===== config.mk =====
export PLATFORM = sky130hd
export DESIGN_NAME = pipe_stage_reg
export DESIGN_NICKNAME = d
export VERILOG_FILES = /design/src/rtl/cpu_pipe_pkg.sv /design/src/rtl/pipe_sat_counter.sv /design/src/rtl/pipe_stage_reg.sv
export SDC_FILE = /design/constraint.sdc
export NUM_CORES = 1
export LEC_CHECK = 0
export CAP_MARGIN = 20
export CORE_ASPECT_RATIO = 2
export CORE_MARGIN = 1
export CORE_UTILIZATION = 43
export CTS_BUF_LIST = sky130_fd_sc_hd__clkbuf_4
export DETAILED_ROUTE_END_ITERATION = 6
export GPL_ROUTABILITY_DRIVEN = 0
export PLACE_DENSITY_LB_ADDON = 0.05
export SLEW_MARGIN = 10
export SYNTH_ARGS = -nofsm -noshare
export SYNTH_HDL_FRONTEND = slang
export SYNTH_SLANG_ARGS = --single-unit

===== constraint.sdc =====
create_clock -name clk -period 2.2 [get_ports clk]
set_input_delay 0.55 -clock clk [delete_from_list [all_inputs] [get_ports clk]]
set_output_delay 0.55 -clock clk [all_outputs]
set_load 0.02 [all_outputs]

===== src/rtl/cpu_pipe_pkg.sv =====
// Shared definitions for the five-stage CPU pipeline registers:
// payload widths, the IF/ID payload layout, the NOP encoding and the
// occupancy encoding used by the skid-buffered stage register.
package cpu_pipe_pkg;

    // Payload widths of the inter-stage registers.
    localparam int unsigned IFID_W  = 64;
    localparam int unsigned IDEX_W  = 128;
    localparam int unsigned EXMEM_W = 96;

    // An all-zero instruction word is a MIPS NOP (sll $0,$0,0).
    localparam logic [31:0] NOP_INST = 32'h0000_0000;

    // IF/ID payload: next sequential PC and the fetched instruction.
    typedef struct packed {
        logic [31:0] pcadd4;
        logic [31:0] inst;
    } ifid_payload_t;

    // Occupancy of the skid-buffered stage register.
    typedef enum logic [1:0] {
        ST_EMPTY = 2'd0,
        ST_BUSY  = 2'd1,
        ST_FULL  = 2'd2
    } stage_state_e;

endpackage


===== src/rtl/pipe_sat_counter.sv =====
// Saturating event counter: counts enabled cycles, sticks at all-ones,
// and is cleared only by reset.
module pipe_sat_counter #(
    parameter int unsigned CNT_W = 32
) (
    input  logic             clk,
    input  logic             rst,
    input  logic             i_en,
    output logic [CNT_W-1:0] o_cnt
);

    logic [CNT_W-1:0] r_cnt;
    logic             w_at_max;

    assign w_at_max = (r_cnt == {CNT_W{1'b1}});

    // Count enabled cycles until the counter reaches all-ones.
    always_ff @(posedge clk or posedge rst) begin
        if (rst) begin
            r_cnt <= '0;
        end else if (i_en && !w_at_max) begin
            r_cnt <= r_cnt + {{(CNT_W-1){1'b0}}, 1'b1};
        end
    end

    assign o_cnt = r_cnt;

endmodule


===== src/rtl/pipe_stage_reg.sv =====
// Pipeline stage register with valid/ready handshake, flush and bubble
// insertion. SKID=0 gives a single register with a combinational in_ready;
// SKID=1 adds a skid register so that in_ready comes straight from a flop.
//
// Optional build macro PIPE_STAGE_PERF_EN adds saturating stall, bubble
// and flush counters (CNT_W bits each) on extra output ports.
//
// Skid-mode states:
//   state    | meaning
//   ST_EMPTY | main and skid empty, in_ready=1
//   ST_BUSY  | main holds an entry, skid empty, in_ready=1
//   ST_FULL  | main and skid both hold entries, in_ready=0
module pipe_stage_reg
    import cpu_pipe_pkg::*;
#(
    parameter int unsigned       DATA_W       = 64,
    parameter logic [DATA_W-1:0] BUBBLE_VALUE = {DATA_W{1'b0}},
    parameter int unsigned       SKID         = 0
`ifdef PIPE_STAGE_PERF_EN
    , parameter int unsigned     CNT_W        = 32
`endif
) (
    input  logic              clk,
    input  logic              rst,
    input  logic              flush,
    input  logic              in_valid,
    output logic              in_ready,
    input  logic [DATA_W-1:0] in_data,
    output logic              out_valid,
    input  logic              out_ready,
    output logic [DATA_W-1:0] out_data
`ifdef PIPE_STAGE_PERF_EN
    , output logic [CNT_W-1:0] stall_cnt
    , output logic [CNT_W-1:0] bubble_cnt
    , output logic [CNT_W-1:0] flush_cnt
`endif
);

    logic              w_in_ready;
    logic              w_out_valid;
    logic [DATA_W-1:0] w_out_data;

    if (SKID == 0) begin : g_single

        logic              r_valid;
        logic [DATA_W-1:0] r_data;
        logic              w_ready;

        assign w_ready = !rst && (!r_valid || out_ready);

        // Load whenever the slot frees up; an absent input loads a bubble so
        // the data register never keeps a stale payload. Flush wins.
        always_ff @(posedge clk or posedge rst) begin
            if (rst) begin
                r_valid <= 1'b0;
                r_data  <= BUBBLE_VALUE;
            end else if (flush) begin
                r_valid <= 1'b0;
                r_data  <= BUBBLE_VALUE;
            end else if (w_ready) begin
                r_valid <= in_valid;
                r_data  <= in_valid ? in_data : BUBBLE_VALUE;
            end
        end

        assign w_in_ready  = w_ready;
        assign w_out_valid = r_valid;
        assign w_out_data  = r_data;

    end else begin : g_skid

        stage_state_e      r_state;
        stage_state_e      w_state_nxt;
        logic [DATA_W-1:0] r_main;
        logic [DATA_W-1:0] r_skid;
        logic [DATA_W-1:0] w_main_nxt;
        logic [DATA_W-1:0] w_skid_nxt;
        logic              r_in_ready;
        logic              w_accept;

        // r_in_ready is zero in ST_FULL, so nothing can be accepted there.
        assign w_accept = in_valid && r_in_ready;

        // Next occupancy and register contents; empty slots always hold the
        // bubble value, and flush overrides everything else.
        always_comb begin
            w_state_nxt = r_state;
            w_main_nxt  = r_main;
            w_skid_nxt  = r_skid;
            unique case (r_state)
                ST_EMPTY: begin
                    if (w_accept) begin
                        w_main_nxt  = in_data;
                        w_state_nxt = ST_BUSY;
                    end
                end
                ST_BUSY: begin
                    if (w_accept && out_ready) begin
                        w_main_nxt = in_data;
                    end else if (w_accept) begin
                        w_skid_nxt  = in_data;
                        w_state_nxt = ST_FULL;
                    end else if (out_ready) begin
                        w_main_nxt  = BUBBLE_VALUE;
                        w_state_nxt = ST_EMPTY;
                    end
                end
                ST_FULL: begin
                    if (out_ready) begin
                        w_main_nxt  = r_skid;
                        w_skid_nxt  = BUBBLE_VALUE;
                        w_state_nxt = ST_BUSY;
                    end
                end
                default: begin
                    w_main_nxt  = BUBBLE_VALUE;
                    w_skid_nxt  = BUBBLE_VALUE;
                    w_state_nxt = ST_EMPTY;
                end
            endcase
            if (flush) begin
                w_main_nxt  = BUBBLE_VALUE;
                w_skid_nxt  = BUBBLE_VALUE;
                w_state_nxt = ST_EMPTY;
            end
        end

        // State and data registers; in_ready is registered from the next
        // state, so it stays low through reset and rises on the first edge.
        always_ff @(posedge clk or posedge rst) begin
            if (rst) begin
                r_state    <= ST_EMPTY;
                r_main     <= BUBBLE_VALUE;
                r_skid     <= BUBBLE_VALUE;
                r_in_ready <= 1'b0;
            end else begin
                r_state    <= w_state_nxt;
                r_main     <= w_main_nxt;
                r_skid     <= w_skid_nxt;
                r_in_ready <= (w_state_nxt != ST_FULL);
            end
        end

        assign w_in_ready  = r_in_ready;
        assign w_out_valid = (r_state != ST_EMPTY);
        assign w_out_data  = r_main;

    end

    assign in_ready  = w_in_ready;
    assign out_valid = w_out_valid;
    assign out_data  = w_out_data;

`ifdef PIPE_STAGE_PERF_EN
    logic w_stall_en;
    logic w_bubble_en;

    assign w_stall_en  = w_out_valid && !out_ready;
    assign w_bubble_en = !w_out_valid;

    pipe_sat_counter #(.CNT_W(CNT_W)) u_stall_cnt (
        .clk   (clk),
        .rst   (rst),
        .i_en  (w_stall_en),
        .o_cnt (stall_cnt)
    );

    pipe_sat_counter #(.CNT_W(CNT_W)) u_bubble_cnt (
        .clk   (clk),
        .rst   (rst),
        .i_en  (w_bubble_en),
        .o_cnt (bubble_cnt)
    );

    pipe_sat_counter #(.CNT_W(CNT_W)) u_flush_cnt (
        .clk   (clk),
        .rst   (rst),
        .i_en  (flush),
        .o_cnt (flush_cnt)
    );
`endif

endmodule


Word-level counts from Yosys, hierarchy flattened:

Cells that the tools add are included.

* multiplexer cells: 5
* reduce and logical (&&, ||, !) cells: 5

Operators by type and width (count)
* two-way mux 64 bit: 3
* zero test 1 bit: 2
* two-way mux 1 bit: 2
* nonzero test 2 bit: 1
* logical AND 1 bit: 1
* logical OR 1 bit: 1

* register bits: 65
* bits of input ports: 69
* output and inout port bits: 66
* logic and storage cells: 12

Longest topological paths before layout:

* word-level depth: 5
* gate-level depth with buffers: 6
* depth with buffers taken out: 3

Least setup slack after synthesis:

OpenSTA, ideal clock, no wires.

* path type: input-to-reg
* start point: input rst
* end point: register g_single.r_data[62], in the netlist out_data[62]
* library setup time: 0.079 ns
* arrival: 1.973 ns
* data required time: 2.121 ns
* path slack: 0.148 ns
* stages: 5
* buffers on the path: 2
* cells stage by stage: buf_6 > clkinv_2 > buf_2 > nand4_1 > a21oi_1

* word-level cells in the longest chain between the ends: 3

Ends and longest elaborated chain
* start: declaration: RTL line pipe_stage_reg.sv:24 `input logic rst,`
* zero test 1 bit (no line)
* logical AND 1 bit: RTL line pipe_stage_reg.sv:49 `assign w_ready = !rst && (!r_valid || out_ready);`
* nonzero test 2 bit (no line)
* end signal: assignment: RTL line pipe_stage_reg.sv:62 `r_data <= in_valid ? in_data : BUBBLE_VALUE;`
* end: declaration: RTL line pipe_stage_reg.sv:46 `logic [DATA_W-1:0] r_data;`

Every way passes these cells.
A chain may end at the register's enable or synchronous reset.

Final worst setup path:

* start point: input out_ready
* end point: output in_ready

* word-level cells in the longest chain between the ends: 2

Ends and longest elaborated chain
* start: declaration: RTL line pipe_stage_reg.sv:30 `input logic out_ready,`
* logical OR 1 bit: RTL line pipe_stage_reg.sv:49
* logical AND 1 bit: RTL line pipe_stage_reg.sv:49
* end: declaration: RTL line pipe_stage_reg.sv:27 `output logic in_ready,`

Every way passes these cells.

==> metrics.csv <==
metric,value,unit
setup_tns,0,ns
cp-start-kind,input port,
fmax,0.477,GHz
max_cap_viol_count,0,
area_growth,48.9,%
synth_compound_area_frac,0.218,
crit_chain,clkdlybuf4s50_1 -> and2b_2 -> nor2_1 -> buf_2,
p_clk_frac,0.265,
cts_made_buffers,9,
p_leak,1.72,nW
wl,8690,µm
hp-class,input port to asynchronous set/reset pin,
synth-xor-area-share,0,
synth_top_area_cell,dfrtp_1,
fillers,610,
ff2ff_path_depth,4,
path_buf_inv,2,
clockRootBuffer,clkbuf_4,
clock-sinks,65,
sw_frac_of_total,0.277,
power_per_cell_area,546,mW/mm²
vias_per_cell,5.64,
placed_area,0.00432,mm²
fin_nets,490,
r2r_slack,0.60,ns
ys_async_sr_fraction,1.00,
core_region_area,0.00662,mm²
drive_gt1_frac,0.0731,
drtIter0Drc,266,
internal_power,1.74,mW
syn_area,0.00296,mm²
post_cts_buffers,0,
peakVddDrop,421,µV
synth_adder_area_share,0,
switching_power,0.668,mW
p_comb_frac,0.211,
max_slew_margin,0.530,
critPathArrivalTime,1.55,ns
port_buffers,134,
cpMaxStageDelayCell,clkdlybuf4s50_1,
grt_pass1_wl,14000,µm
grt_max_degree,66,
rows,42,
synthMuxAreaShare,0,
period_share,0.954,
grt_usage,0.260,
htreeDepth,3,
worstMarginPinSlew,0.706,ns
clock_latency,0.41,ns
grt_pass1_vias,2820,
finalClockSkew,0.00906,ns
drt_pass1_iterations,4,
clock_path_buffers,2,
design_area,0.00441,mm²
synthCells,306,
fin_cells,513,
synth_warnings,0,
outcome,"finished, final reports clean",
synthSimpleGateAreaFrac,0.146,
antenna_found_initial,1,
fin_ws,0.102,ns
critPathTopFamily,buffers and inverters,
dp_slack,-0.339,ns
utilization,0.666,
cts_resized,4,
synth_top_area_share,0.549,
dp.cells,498,
fp.dieH,119,µm
synth_nets,375,
hold_slack,0.154,ns
synth_most_common_cell,dfrtp_1,
cts_tree,built,
detailroute.via_count,2894,
ys_seq_area_frac,0.549,
r2r_start,out_valid,
syn_avg_cell_area,9.68,µm²
grt-ovfl-total,0,
regArea,0.00163,mm²
fin_total_pwr,2.41,mW
synth_cell_types,14,
postCtsHoldBufs,0,
clk_pin_slew,0.09,ns
wire_per_inst,16.9,µm
rsz0062_at_grt,no,
required,1.65,ns
period_minus_slack,2.10,ns
synth_top_family_by_area,compound AO/OA/AOI/OAI gates,
drc,0,
ant_nets,0,
synth-main-ff-cell,dfrtp_1,
worst-path-max-fanout,2,
ys_ff_latch,65,
die_w,60.7,µm
seq_power_share,0.525,
io_pins,135,
end_kind,output port,
die_area,0.00725,mm²
reg2reg_to,out_data[8],
multi_input_area,0.00108,mm²
dpl.hpwl,5360,µm
critPathKind,input port to output port,
start_util,0.447,
synthTopCellsByArea,"dfrtp_1, nand4_1, a21oi_1",
slew_viol_final,0,
synth_common_cells,"dfrtp_1, a21oi_1, nand4_1",
finalSetupViolCount,0,
hold_viol,0,
max_stage_delay,0.47,ns
synth_edf_count,0,
## layout make-up
type	instances	share of cell area
multi-input combinational	198	0.245
timing repair buffer	146	0.337
clock buffer	12	0.0204
antenna	1	0.000567
clock inverter	2	0.00170
tap	88	0.0250
sequential	65	0.369
inverter	1	0.00142
## power groups by stage
stage	Sequential [mW]	Clock, mW	Combinational (mW)
floorplan	1.34	0	0.185
global placement	1.28	0	0.508
detailed placement	1.29	0	0.512
CTS	1.26	0.667	0.513
global route	1.27	0.711	0.547
finish	1.26	0.637	0.508
## worst register-to-register path: cells and delay by family, from the launching register on
family          cells  cell delay (ns)
compound gates      2             0.37
flops               1             0.41
buf+inv             1             0.57
simple gates        1             0.17
## state kept, by name, summed over array words and instances, names as in the netlist
signal     flops
out_data      64
out_valid      1
## cell usage in the layout, fill, tap and decap left out, drive strengths merged
cell / count
and2b: 1
nand4: 64
nand2b: 2
clkdlybuf4s50: 130
o21ai: 65
buf: 16
dfrtp: 65
nor2: 1
diode: 1
a21oi: 64
clkinv: 2
nand4b: 1
clkbuf: 12
inv: 1
## cell families (layout without fill, tap and decap cells)
| family | Yosys count | after routing |
|---|---|---|
| other | 0 | 1 |
| AND/OR/NAND/NOR | 69 | 69 |
| flip-flops | 65 | 65 |
| buffers and inverters | 43 | 161 |
| AO/OA/AOI/OAI | 129 | 129 |
## worst max path at each step
stage                         start  cells after the start      endpoint
after global routing      out_ready                      4      in_ready
final                     out_ready                      4      in_ready
after floorplan                 rst                      5  out_data[62]
after global placement    out_ready                      4      in_ready
after CTS                 out_ready                      4      in_ready
after detailed placement  out_ready                      4      in_ready
## per-layer routing
metal / vias up / GRT usage / routed length, µm
li1: 1385 / - / -
met1: 1383 / 0.330 / 3480
met2: 104 / 0.401 / 4440
met3: 22 / 0.0619 / 440
met4: 0 / 0.134 / 322
met5: - / 0 / 0
Note: power is estimated with default switching activity, not from simulation.
